<file path="config.mk">
export PLATFORM = sky130hd
export DESIGN_NAME = receiver
export DESIGN_NICKNAME = d
export VERILOG_FILES = /design/src/rtl/receiver.sv
export SDC_FILE = /design/constraint.sdc
export NUM_CORES = 1
export LEC_CHECK = 0
export CAP_MARGIN = 20
export CORE_UTILIZATION = 25
export DETAILED_ROUTE_END_ITERATION = 16
export DONT_BUFFER_PORTS = 1
export PLACE_DENSITY_LB_ADDON = 0.15
export REMOVE_ABC_BUFFERS = 1
export SLEW_MARGIN = 30
export SYNTH_ARGS = -nofsm -noshare
export SYNTH_HDL_FRONTEND = slang
export SYNTH_SLANG_ARGS = --single-unit
</file>
<file path="constraint.sdc">
create_clock -name clk -period 3.4 [get_ports clk]
set_input_delay 0.34 -clock clk [delete_from_list [all_inputs] [get_ports clk]]
set_output_delay 0.34 -clock clk [all_outputs]
set_load 0.05 [all_outputs]
</file>
<file path="src/rtl/receiver.sv">
// Asynchronous serial receiver: 8 data bits LSB first, one start bit,
// one stop bit, with an optional even-parity bit.
// Mid-bit sampling is driven by a baud counter of CLK_FREQ/BAUD cycles.
// Optional feature macro: RX_PARITY_EN adds the even-parity bit, the
// PARITY state and the parity_err port.
// Ports:
//   clk        system clock, rising edge
//   rst_n      asynchronous active-low reset
//   rx         raw serial line (idle high)
//   data       last correctly received byte
//   rx_done    one-cycle pulse, data updated with a good frame
//   frame_err  one-cycle pulse, stop bit sampled low
//   parity_err one-cycle pulse, parity mismatch (RX_PARITY_EN only)
module receiver #(
   parameter int unsigned CLK_FREQ = 50_000_000,
   parameter int unsigned BAUD     = 115200
) (
   input  logic       clk,
   input  logic       rst_n,
   input  logic       rx,
   output logic [7:0] data,
   output logic       rx_done,
   output logic       frame_err
`ifdef RX_PARITY_EN
   ,
   output logic       parity_err
`endif
);

   localparam int unsigned BIT_CNT  = CLK_FREQ / BAUD;
   localparam int unsigned HALF_CNT = BIT_CNT / 2;
   localparam int unsigned CNT_W    = (BIT_CNT > 2) ? $clog2(BIT_CNT) : 1;
   localparam logic [CNT_W-1:0] BIT_LAST  = CNT_W'(BIT_CNT - 1);
   localparam logic [CNT_W-1:0] HALF_LAST = CNT_W'(HALF_CNT - 1);

`ifdef RX_PARITY_EN
   typedef enum logic [2:0] {IDLE, START, DATA, PARITY, STOP} state_t;
`else
   typedef enum logic [1:0] {IDLE, START, DATA, STOP} state_t;
`endif

   state_t           state, state_n;
   logic             rx_meta, rx_s, rx_prev;
   logic [CNT_W-1:0] cnt, cnt_n;
   logic [2:0]       bit_idx, bit_idx_n;
   logic [7:0]       shift, shift_n;
   logic [7:0]       data_n;
   logic             rx_done_n, frame_err_n;
   logic             par_bad;
`ifdef RX_PARITY_EN
   logic             par_bit, par_bit_n;
   logic             parity_err_n;
   assign par_bad = ^{shift, par_bit};
`else
   assign par_bad = 1'b0;
`endif

   // Synchronizer plus one-cycle history of rx_s for falling-edge detection
   always_ff @(posedge clk or negedge rst_n) begin
      if (!rst_n) begin
         rx_meta <= 1'b1;
         rx_s    <= 1'b1;
         rx_prev <= 1'b1;
      end else begin
         rx_meta <= rx;
         rx_s    <= rx_meta;
         rx_prev <= rx_s;
      end
   end

   // State and datapath registers
   always_ff @(posedge clk or negedge rst_n) begin
      if (!rst_n) begin
         state     <= IDLE;
         cnt       <= '0;
         bit_idx   <= '0;
         shift     <= '0;
         data      <= '0;
         rx_done   <= 1'b0;
         frame_err <= 1'b0;
`ifdef RX_PARITY_EN
         par_bit    <= 1'b0;
         parity_err <= 1'b0;
`endif
      end else begin
         state     <= state_n;
         cnt       <= cnt_n;
         bit_idx   <= bit_idx_n;
         shift     <= shift_n;
         data      <= data_n;
         rx_done   <= rx_done_n;
         frame_err <= frame_err_n;
`ifdef RX_PARITY_EN
         par_bit    <= par_bit_n;
         parity_err <= parity_err_n;
`endif
      end
   end

   // Next-state and next-output logic
   always_comb begin
      state_n     = state;
      cnt_n       = cnt;
      bit_idx_n   = bit_idx;
      shift_n     = shift;
      data_n      = data;
      rx_done_n   = 1'b0;
      frame_err_n = 1'b0;
`ifdef RX_PARITY_EN
      par_bit_n    = par_bit;
      parity_err_n = 1'b0;
`endif
      case (state)
         IDLE: begin
            // Only a real high-to-low transition starts a frame, so a held
            // low line (break) never retriggers.
            if (rx_prev && !rx_s) begin
               state_n = START;
               cnt_n   = '0;
            end
         end
         START: begin
            if (cnt == HALF_LAST) begin
               cnt_n     = '0;
               bit_idx_n = '0;
               state_n   = rx_s ? IDLE : DATA;
            end else begin
               cnt_n = cnt + 1'b1;
            end
         end
         DATA: begin
            if (cnt == BIT_LAST) begin
               cnt_n     = '0;
               shift_n   = {rx_s, shift[7:1]};
               bit_idx_n = bit_idx + 3'd1;
               if (bit_idx == 3'd7) begin
`ifdef RX_PARITY_EN
                  state_n = PARITY;
`else
                  state_n = STOP;
`endif
               end
            end else begin
               cnt_n = cnt + 1'b1;
            end
         end
`ifdef RX_PARITY_EN
         PARITY: begin
            if (cnt == BIT_LAST) begin
               cnt_n     = '0;
               par_bit_n = rx_s;
               state_n   = STOP;
            end else begin
               cnt_n = cnt + 1'b1;
            end
         end
`endif
         STOP: begin
            // Leave mid-stop-bit so a following start bit is caught.
            if (cnt == BIT_LAST) begin
               cnt_n   = '0;
               state_n = IDLE;
               if (!rx_s) begin
                  frame_err_n = 1'b1;
               end else if (par_bad) begin
`ifdef RX_PARITY_EN
                  parity_err_n = 1'b1;
`endif
               end else begin
                  data_n    = shift;
                  rx_done_n = 1'b1;
               end
            end else begin
               cnt_n = cnt + 1'b1;
            end
         end
         default: state_n = IDLE;
      endcase
   end

endmodule

</file>
After elaboration in Yosys (flattened, before gate mapping)
Index checks and enable logic that the tools add are counted.
{"block": "classes", "n_addsub": 2, "eq_ne": 11, "muxes": 20, "n_reduce_logical": 9}
{"op": "$mux W9", "count": 3}
{"op": "$pmux W9 S3", "count": 1}
{"op": "$mux W2", "count": 6}
{"op": "$ne A2 B2 Y1 const B", "count": 5}
{"op": "$add A9 B1 Y9 const B", "count": 1}
{"op": "$eq A9 B8 Y1 const B", "count": 1}
{"op": "$eq A9 B9 Y1 const B", "count": 1}
{"op": "$pmux W2 S4", "count": 1}
{"op": "$mux W1", "count": 6}
{"op": "$mux W3", "count": 2}
{"op": "$pmux W3 S2", "count": 1}
{"op": "$reduce_and A3 Y1", "count": 2}
{"op": "$reduce_and A5 Y1", "count": 1}
{"op": "$eq A2 B2 Y1 const B", "count": 2}
{"op": "$add A3 B1 Y3 const B", "count": 1}
{"op": "$eq A3 B3 Y1 const B", "count": 1}
{"op": "$eq A2 B1 Y1 const B", "count": 1}
{"op": "$logic_not A2 Y1", "count": 1}
{"op": "$reduce_and A2 Y1", "count": 1}
{"op": "$reduce_bool A2 Y1", "count": 1}
{"op": "$reduce_or A2 Y1", "count": 1}
{"op": "$logic_and A1 B1 Y1", "count": 1}
{"op": "$logic_not A1 Y1", "count": 1}
{"block": "totals", "reg_bits": 35, "in_bits": 3, "out_inout_bits": 10, "elab_cells": 52}

Logic depth before layout (Yosys ltp)
Gate-level depths: netlist of run 1.
{"block": "depth", "ltp_word": 4, "depth_mapped": 6, "ltp_nobuf": 6}

Least setup slack after synthesis of run 1
No wires, ideal clock.
{"block": "synth_path", "path_kind": "register to register", "from": "register cnt[1]", "to": "register data[0]", "setup_time_ps": 125, "arrival_time_ps": 1733, "path_slack_ps": 1542, "path_stages_with_launch": 7, "n_path_buf": 0, "path_cell_list": "dfrtp_1 -> inv_1 -> ha_1 -> nand4bb_1 -> or2_4 -> nor3_4 -> mux2_2"}
{"block": "synth_via", "elab_chain_cells": 2}
{"element": "start, declared", "line_no": "44", "source": "logic [CNT_W-1:0] cnt, cnt_n;"}
{"element": "start signal, assigned", "line_no": "87", "source": "cnt <= cnt_n;"}
{"element": "$eq A9 B9 Y1", "line_no": "160", "source": "if (cnt == BIT_LAST) begin"}
{"element": "$reduce_and A3 Y1 (no source line)"}
{"element": "end signal, assigned", "line_no": "90", "source": "data <= data_n;"}
{"element": "end, declared", "line_no": "21", "source": "output logic [7:0] data,"}
No other way between the ends.
A chain may end at the register's enable or synchronous reset.

Final worst setup path of run 1
{"block": "layout_path", "from": "register cnt[1]", "to": "register data[1]"}
The elaborated chain is that of the path after synthesis.

==> metrics, run 1 <==
die height=81.9 um; critical path, cell by cell=inv_1, ha_1, nand4bb_1, or2_4, nor3_4, mux2_2; Pleak=a little over 0.8 nW; Highest Clock Rate=between 0.4 and 0.5 GHz; R2R cell count=6; ys flop type=dfrtp_1; Async SR Flop Fraction=100%; Hold Path Cell Cnt=0; final wirelength=2920 um; DIE AREA=~6700 sq um; Area growth, synth to finish=14.3%; Overall Global Routing Usage=10.3%; syn_area_per_cell=between 10 and 15 sq um; Worst-Skew Late Latency=0.28 ns; crit path capture=data[1]$_DFFE_PN0P_; Post-DRT Antenna Nets=0; Sink Count=35; # diodes=0; Setup crit start=cnt[1]$_DFFE_PN0P_; kind of critical path=flip-flop to flip-flop; Reg2Reg Launch Point=cnt[1]$_DFFE_PN0P_; Unique masters post-synth=32; # IOs=13; clk_skew=0.00336 ns; largest net degree at the start of global routing=36; outcome=finished clean; Rel. slew slack=between 50% and 60%; worst min-delay path category=primary input to flip-flop; vias in the first global route=1006; # nets final=147; routed vias=1021; Tmin final=between 2 and 2.5 ns; Mapped Area=1600 sq um; number of port buffers=0; ranking of synthesized cells by area=dfrtp_1 (50%), mux2_2 (11%), dfstp_2 (4.9%), ha_1 (3.9%), nand2_1 (3.8%); CTS tree=yes; startpoint types=flip-flop; unrepaired setup endpoints after global routing=no; GRT overflow=0; Post-Place Cells=slightly above 200; min-delay src=rx; Via density=4.75; CP Capture Type=flip-flop; Final period util=61.2%; Synth top area share=~50%; initial DRC count=20; Non-Filler Instances=215; gpl congestion=0.801; die span in x=81.9 um; Num CTS Buffers=5; FF-to-FF End=data[1]$_DFFE_PN0P_; Synth area leader=dfrtp_1; maximum vdd drop=0.185 mV; Final Slew Violations=0; Least-Margin Pin Slew=between 0.7 and 0.8 ns; Setup TNS=0 ns; Root Buffer=clkbuf_8; CTS Buffer Depth=2; wire per inst=between 10 and 15 um; first-pass GRT wire length=around 5000 um; critical path fanouts, max=9; H-tree depth=2; Clk pin slew, worst setup/hold paths=0.07 ns; synthesized instance count=132; Final Setup Violations=0; Fin. Hold Viols=0; flop2flop setup slack=1.32 ns; Initial Util=26.5%; number of cell rows=28; Post-route DRC=0; multi-input gate area in the final layout=687 sq um; initial antenna violation count=0; Pwr Density=547 nW/um^2; Worst EP required=between 3 and 4 ns; Worst EP arrival=2.25 ns; HPWL reported at the end of detailed placement=about 2100 um; share of cells above drive strength 1=between 20% and 30%; slowest stage cell, crit path=nor3_4; max cap viols=0; fillers=628; register area share after synthesis=55.1%; crit-path max cell delay=roughly 0.43 ns; Yosys reg bits=35; Yosys warnings=0; drt first pass iters=4; Core Box Area=6030 sq um; Post-synth EDFFs=0; register area=between 800 and 900 sq um
==> sequential cells by signal (all words and copies together) (netlist names), named ones only <==
signal     flops
shift          8
state          1
rx_prev        1
cnt            9
rx_done        1
rx_meta        1
frame_err      1
rx_s           1
bit_idx        3
data           8
==> routing by layer <==
layer / GRT usage (%) / wire, um / up-vias
met2: 17.4 / 1420 / 17
li1: - / - / 488
met5: 0 / 0 / -
met4: 3.68 / 47 / 0
met1: 11.7 / 1320 / 510
met3: 3.89 / 135 / 6
==> layout by cell type (no fill, tap or decap), drive strengths merged, types with 3 or more instances in the layout <==
cell type / n
o21a: 3
dfstp: 3
o2bb2ai: 3
clkbuf: 5
nor2: 4
ha: 5
inv: 6
mux2i: 3
nor3: 9
mux2: 16
dfrtp: 32
o21ai: 3
nand2: 16
o22ai: 4
==> cell families after synthesis <==
kind of cell | after synthesis | synth area share, %
flops | 35 | 55.1
mux | 19 | 13.2
xor+xnor | 4 | 2.19
buf+inv | 8 | 1.88
simple gates | 39 | 13.8
fa+ha+maj | 5 | 3.92
compound gates | 22 | 9.95
==> power breakdown <==
group	leakage, nW	internal (mW)	switching, mW	total, mW
sequential	0.462	0.455	0.0539	0.509
clock	0.0581	0.218	0.151	0.369
combinational	0.303	0.0568	0.0652	0.122
total	0.823	0.729	0.270	0.999
==> cells in the mapped netlist, drive strengths merged, types with 3 or more instances <==
cell / n
o2bb2ai: 3
inv: 6
nor3: 9
dfrtp: 32
mux2i: 3
o22ai: 4
nor2: 4
o21a: 3
ha: 5
mux2: 16
nand2: 16
dfstp: 3
o21ai: 3
==> repair_timing <==
item                       in CTS  in global routing
setup buffers                   0                  0
resized for setup               0                  0
setup endpoints to repair       0                  0
hold endpoints to repair       35                  0
hold buffers                    2                  0
==> metrics by stage <==
step	area [sq um]	hold slack (ns)	utilization, %	setup WS, ns	total power, mW
floorplan	1590	0.0444	-	1.54	0.596
global placement	1680	0.0452	27.9	1.36	0.624
detailed placement	1680	0.0453	27.9	1.30	0.626
CTS	1830	0.0388	30.3	1.28	1.02
global route	1830	0.0294	30.3	1.14	1.07
finish	1830	0.0504	30.3	1.32	0.999
==> final cells by class <==
cell class                 instances  area share (%)
timing repair buffer               2            1.64
multi-input combinational         89            37.6
clock buffer                       5            3.77
inverter                           6            1.23
clock inverter                     3            2.40
tap                               75            5.14
sequential                        35            48.2
==> worst min path at each step <==
stage                                  end  slack, ns
floorplan                        async pin       0.04
global placement    bit_idx[0]$_DFFE_PN0P_       0.05
detailed placement  bit_idx[2]$_DFFE_PN0P_       0.05
CTS                      rx_meta$_DFF_PN1_       0.04
global route             rx_meta$_DFF_PN1_       0.03
finish                   rx_meta$_DFF_PN1_       0.05
==> critical path, delay by kind of cell, from the launching register on <==
family,cells,cell delay [ns]
buffers and inverters,1,0.10
muxes,1,0.39
and+or+nand+nor,3,0.94
adders and majority gates,1,0.15
DFF,1,0.40
Power figures use the tool's default switching activity.
==> inputs of run 2 (changes only) <==
==> constraint.sdc (replaced) <==
create_clock -name clk -period 1.8 [get_ports clk]
set_input_delay 0.18 -clock clk [delete_from_list [all_inputs] [get_ports clk]]
set_output_delay 0.18 -clock clk [all_outputs]
set_load 0.05 [all_outputs]
==> metrics, run 2 (synthesis gave the netlist of run 1 again) <==
Fin. Hold Viols=0 (unchanged); Post-DP Area=1830 sq um (+8.8%); Clk pin slew, worst setup/hold paths=0.08 ns (about the same); critical path fanouts, max=5 (-4); outcome=finished clean; fillers=609 (-3.0%); setup ws final=0.0271 ns (-1.29 ns); clk_skew=0.00680 ns (+0.00344 ns); die span in x=81.9 um (unchanged); Sink Count=35 (unchanged); DIE AREA=6710 sq um (unchanged); initial DRC count=35 (+75%); Post-DRT Antenna Nets=0 (unchanged); commonest non-fill, non-tap cell in the layout=dfrtp_1; startpoint types=flip-flop; gpl congestion=0.782 (-2.4%); initial antenna violation count=0 (unchanged); flop2flop setup slack=0.03 ns (-1.29 ns); worst min-delay path category=primary input to async pin; Worst-Skew Late Latency=0.29 ns (about the same); Highest Clock Rate=0.564 GHz (+17%); maximum vdd drop=0.323 mV (+74%); worst hold slack=0.342 ns (+0.291 ns); Final period util=98.5% (+37 points); top flop regs=cnt x9, data x8, shift x8; Final Slew Violations=0 (unchanged); R2R cell count=7 (+1); largest net degree at the start of global routing=36 (unchanged); CTS Buffer Depth=2 (unchanged); Final Setup Violations=0 (unchanged); Rel. slew slack=67.3% (+17 points); Top reg by flops=cnt; max cap viols=0 (unchanged); wire per inst=14.3 um (+5.1%); crit path capture=data[7]$_DFFE_PN0P_; Worst EP arrival=1.95 ns (-0.30 ns); wire length on met1=1560 um (+19%); first-pass GRT wire length=5540 um (+10%); # diodes=0 (unchanged); commonest cells after routing, fill and taps aside=dfrtp_1 (32), buf_4 (18), nand2_1 (15), mux2_4 (8), mux2_2 (8); # nets final=169 (+15%); Least-Margin Pin Slew=0.490 ns (-0.253 ns); # IOs=13 (unchanged); CTS tree=yes; number of port buffers=0 (unchanged); Worst EP required=1.98 ns (-1.59 ns); HPWL reported at the end of detailed placement=2320 um (+12%); kind of critical path=flip-flop to flip-flop; CP Capture Type=flip-flop; Pleak=0.951 nW (+16%); Area growth, synth to finish=31.0%; Post-Place Setup Slack=-0.0140 ns (-1.31 ns); H-tree depth=2 (unchanged); drt first pass iters=4 (unchanged); Initial Util=26.5% (unchanged); GRT overflow=0 (unchanged); Met3 Wirelength=124 um (-8.1%); max reg flops=9 (unchanged); share of cells above drive strength 1=39.5% (+16 points); FF-to-FF End=data[7]$_DFFE_PN0P_; unrepaired setup endpoints after global routing=yes; Via density=4.69 (-1.2%); die height=81.9 um (unchanged); DR top layer=met4; Num CTS Buffers=5 (unchanged); met2 WL post-DR=1640 um (+16%); routed vias=1112 (+8.9%); Core Box Area=6030 sq um (unchanged); Reg2Reg Launch Point=cnt[1]$_DFFE_PN0P_; Tmin final=1.77 ns (-0.309 ns); Root Buffer=clkbuf_8; Post-route DRC=0 (unchanged); Power Total=2.04 mW (+100%); Setup crit start=cnt[1]$_DFFE_PN0P_; number of cell rows=28 (unchanged); Final Cell Area=2090 sq um (+15%); Pwr Density=976 nW/um^2 (+78%); Overall Global Routing Usage=11.4% (+1.1 points); final wirelength=3380 um (+16%); vias in the first global route=1168 (+16%)
run 2: metal layers:
| layer | up-vias | track usage [%] |
|---|---|---|
| met4 | 0 | 4.91 |
| met3 | 5 | 3.89 |
| li1 | 531 | - |
| met5 | - | 0 |
| met2 | 15 | 19.5 |
| met1 | 561 | 12.7 |
run 2: area by class of cell:
class / count / area, sq um / area share [%]
inverters: 6 / 22.5 / 1.08
multi-input cells: 89 / 774 / 37.0
flip-flops and latches: 35 / 880 / 42.0
repair buffers: 24 / 209 / 9.99
clock buffers: 5 / 68.8 / 3.29
clock inverters: 3 / 43.8 / 2.09
well taps: 75 / 93.8 / 4.49
run 2: repair_timing:
| item | in CTS | in global routing |
|---|---|---|
| cloned | 1 | 0 |
| endpoints found under the hold margin | 36 | 0 |
| buffers inserted | 4 | 0 |
| hold buffers | 3 | 0 |
| gates resized for setup | 5 | 21 |
| setup endpoints to repair | 16 | 25 |
| pin swaps | 2 | 7 |
run 2: report_power, final:
part,internal (mW),leakage [nW],switching [mW]
Combinational,0.204,0.432,0.211
Sequential,0.858,0.462,0.0608
Clock,0.412,0.0581,0.295
Total,1.48,0.951,0.566
run 2: metrics by stage:
stage	utilization [%]	TNS, ns	cells
after global routing	34.7	-0.313	237
after detailed placement	30.4	-0.0439	223
after floorplan	-	-0.464	130
after global placement	30.4	0	223
final	34.7	0	237
after CTS	34.1	-0.0975	239
run 2: worst min path at each step:
stage	to	cells after the start
3_5_place_dp	bit_idx[2]$_DFFE_PN0P_	0
4_1_cts	rx_done$_DFF_PN0_	2
3_3_place_gp	bit_idx[0]$_DFFE_PN0P_	0
6_report	shift[0]$_DFFE_PN0P_	2
5_1_grt	shift[0]$_DFFE_PN0P_	2
2_1_floorplan	async pin	0
run 2: critical path, cell delays in order (launching register included):
cell and delay, ns:
dfrtp_1 0.40, inv_2 0.08, ha_4 0.12, nand4bb_1 0.12, or2_4 0.27, nor3_4 0.20
buf_6 0.17, mux2_4 0.30
==> inputs of run 3 (changes only) <==
--- a/config.mk
+++ b/config.mk
@@ -6,6 +6,7 @@
 export NUM_CORES = 1
 export LEC_CHECK = 0
 export CAP_MARGIN = 20
+export CORE_MARGIN = 8
 export CORE_UTILIZATION = 25
 export DETAILED_ROUTE_END_ITERATION = 16
 export DONT_BUFFER_PORTS = 1
==> metrics, run 3 (synthesis gave the netlist of run 1 again) <==
outcome=finished clean; Worst-Skew Late Latency=0.28 ns (about the same); # diodes=0 (unchanged); critical path fanouts, max=4 (-1); gpl congestion=0.779 (-0.45%); switching power of the nets=557 uW (-1.6%); unrepaired setup endpoints after global routing=yes; Final period util=99.8% (+1.3 points); Core Box Area=6280 sq um (+4.2%); # nets final=169 (unchanged); startpoint types=flip-flop; max cap viols=0 (unchanged); Pwr Density=936 nW/um^2 (-4.0%); Post-route DRC=0 (unchanged); Sink Count=35 (unchanged); # IOs=13 (unchanged); share of cells above drive strength 1=35.2% (-4.3 points); top flop regs=cnt x9, data x8, shift x8; first-pass GRT wire length=5680 um (+2.5%); Worst EP required=1.97 ns (about the same); worst min-delay path category=primary input to async pin; CTS tree=yes; Area growth, synth to finish=26.6%; Sw Ratio=29.4% (+1.7 points); CP Capture Type=flip-flop; Pint=1.34 mW (-9.4%); Rel. slew slack=67.1% (-0.24 points); routed vias=1120 (+0.72%); Fin. Hold Viols=0 (unchanged); kind of critical path=flip-flop to flip-flop; Initial Util=25.4% (-1.1 points); Final Slew Violations=0 (unchanged); Top reg by flops=cnt; Setup TNS=0 ns (unchanged); commonest non-fill, non-tap cell in the layout=dfrtp_1; die span in x=95.9 um (+17%); power share of the clock group=29.3% (-5.3 points); initial antenna violation count=0 (unchanged); clk_skew=0.00361 ns (-0.00319 ns); Overall Global Routing Usage=8.11% (-3.3 points); wire per inst=14.4 um (+1.2%); largest net degree at the start of global routing=36 (unchanged); GRT overflow=0 (unchanged); vias in the first global route=1172 (+0.34%); max reg flops=9 (unchanged); Worst EP arrival=1.96 ns (about the same); logic gate share of total power=22.5% (+2.2 points); H-tree depth=2 (unchanged); R2R cell count=7 (unchanged); CTS Buffer Depth=2 (unchanged); maximum vdd drop=0.373 mV (+15%); Clk pin slew, worst setup/hold paths=0.07 ns (about the same); HPWL reported at the end of detailed placement=2450 um (+5.4%); number of cell rows=29 (+3.6%); Final Setup Violations=0 (unchanged); Via density=4.69 (-0.12%); Sequential Power Share=48.1% (+3.1 points); Post-DRT Antenna Nets=0 (unchanged); Tmin final=1.80 ns (+0.0230 ns); initial DRC count=25 (-29%); Root Buffer=clkbuf_8; Final Cell Area=2020 sq um (-3.3%); Post-DP Area=1840 sq um (+0.27%); Pleak=0.922 nW (-3.1%); Least-Margin Pin Slew=0.494 ns (+0.00363 ns); worst hold slack=0.346 ns (+0.00409 ns); die height=95.9 um (+17%); Highest Clock Rate=0.557 GHz (-1.3%); commonest cells after routing, fill and taps aside=dfrtp_1 (31), buf_4 (19), nand2_1 (15), mux2_4 (8), mux2_2 (8); drt first pass iters=3 (-1); Num CTS Buffers=5 (unchanged); number of port buffers=0 (unchanged); final wirelength=3450 um (+2.1%); DIE AREA=9200 sq um (+37%)
[run 3: worst max-delay path, cell delays in order (launching register included)]
cell,delay (ns)
dfrtp_1,0.39
inv_2,0.09
ha_4,0.13
nand4bb_1,0.12
or2_4,0.29
nor3_4,0.21
buf_6,0.16
mux2_4,0.30
[run 3: repair_timing]
item                                    in CTS  in global routing
endpoints found under the setup margin      16                 19
endpoints found under the hold margin       36                  0
resized for setup                            2                 13
pin swaps                                    1                  3
setup buffers                                0                  1
hold buffers                                 3                  0
[run 3: power groups by stage]
stage	sequential, mW	combinational, mW	clock (mW)
after global placement	0.917	0.368	0
final	0.911	0.427	0.555
after detailed placement	0.923	0.374	0
after floorplan	0.948	0.178	0
after global routing	0.920	0.478	0.629
after CTS	0.909	0.400	0.591
[run 3: layer usage]
metal | vias up | routed length, um | global-route usage (%)
li1 | 530 | - | -
met1 | 573 | 1620 | 9.44
met2 | 13 | 1650 | 13.1
met3 | 4 | 143 | 2.89
met4 | 0 | 37 | 3.59
met5 | - | 0 | 0
[run 3: final timing paths]
| kind | from | end | slack, ns |
|---|---|---|---|
| max in group asynchronous | rst_n | rx_prev$_DFF_PN1_ | 1.20 |
| worst min register to register | rx_meta$_DFF_PN1_ | rx_s$_DFF_PN1_ | 0.36 |
| worst max register to register | cnt[1]$_DFFE_PN0P_ | data[7]$_DFFE_PN0P_ | 0.004 |
| min in group clk | rx_meta$_DFF_PN1_ | rx_s$_DFF_PN1_ | 0.36 |
| worst min-delay path | rst_n | data[2]$_DFFE_PN0P_ | 0.35 |
| worst max-delay path | cnt[1]$_DFFE_PN0P_ | data[7]$_DFFE_PN0P_ | 0.004 |
[run 3: cell type report]
class                      instances  area, sq um
inverter                           6         22.5
fill                             638         4260
sequential                        35          881
tap                               77         96.3
multi-input combinational         89          732
clock buffer                       6         72.6
clock inverter                     2         12.5
timing repair buffer              24          205
[run 3: metrics by stage]
step           std cells  total power [mW]  util [%]  worst slack [ns]
2_1_floorplan        130              1.13         -           -0.0580
3_3_place_gp         227              1.28      29.2            0.0140
3_5_place_dp         227              1.30      29.2           -0.0124
4_1_cts              238              1.90      31.3            0.0182
5_1_grt              239              2.03      32.2           -0.0920
6_report             239              1.89      32.2           0.00401
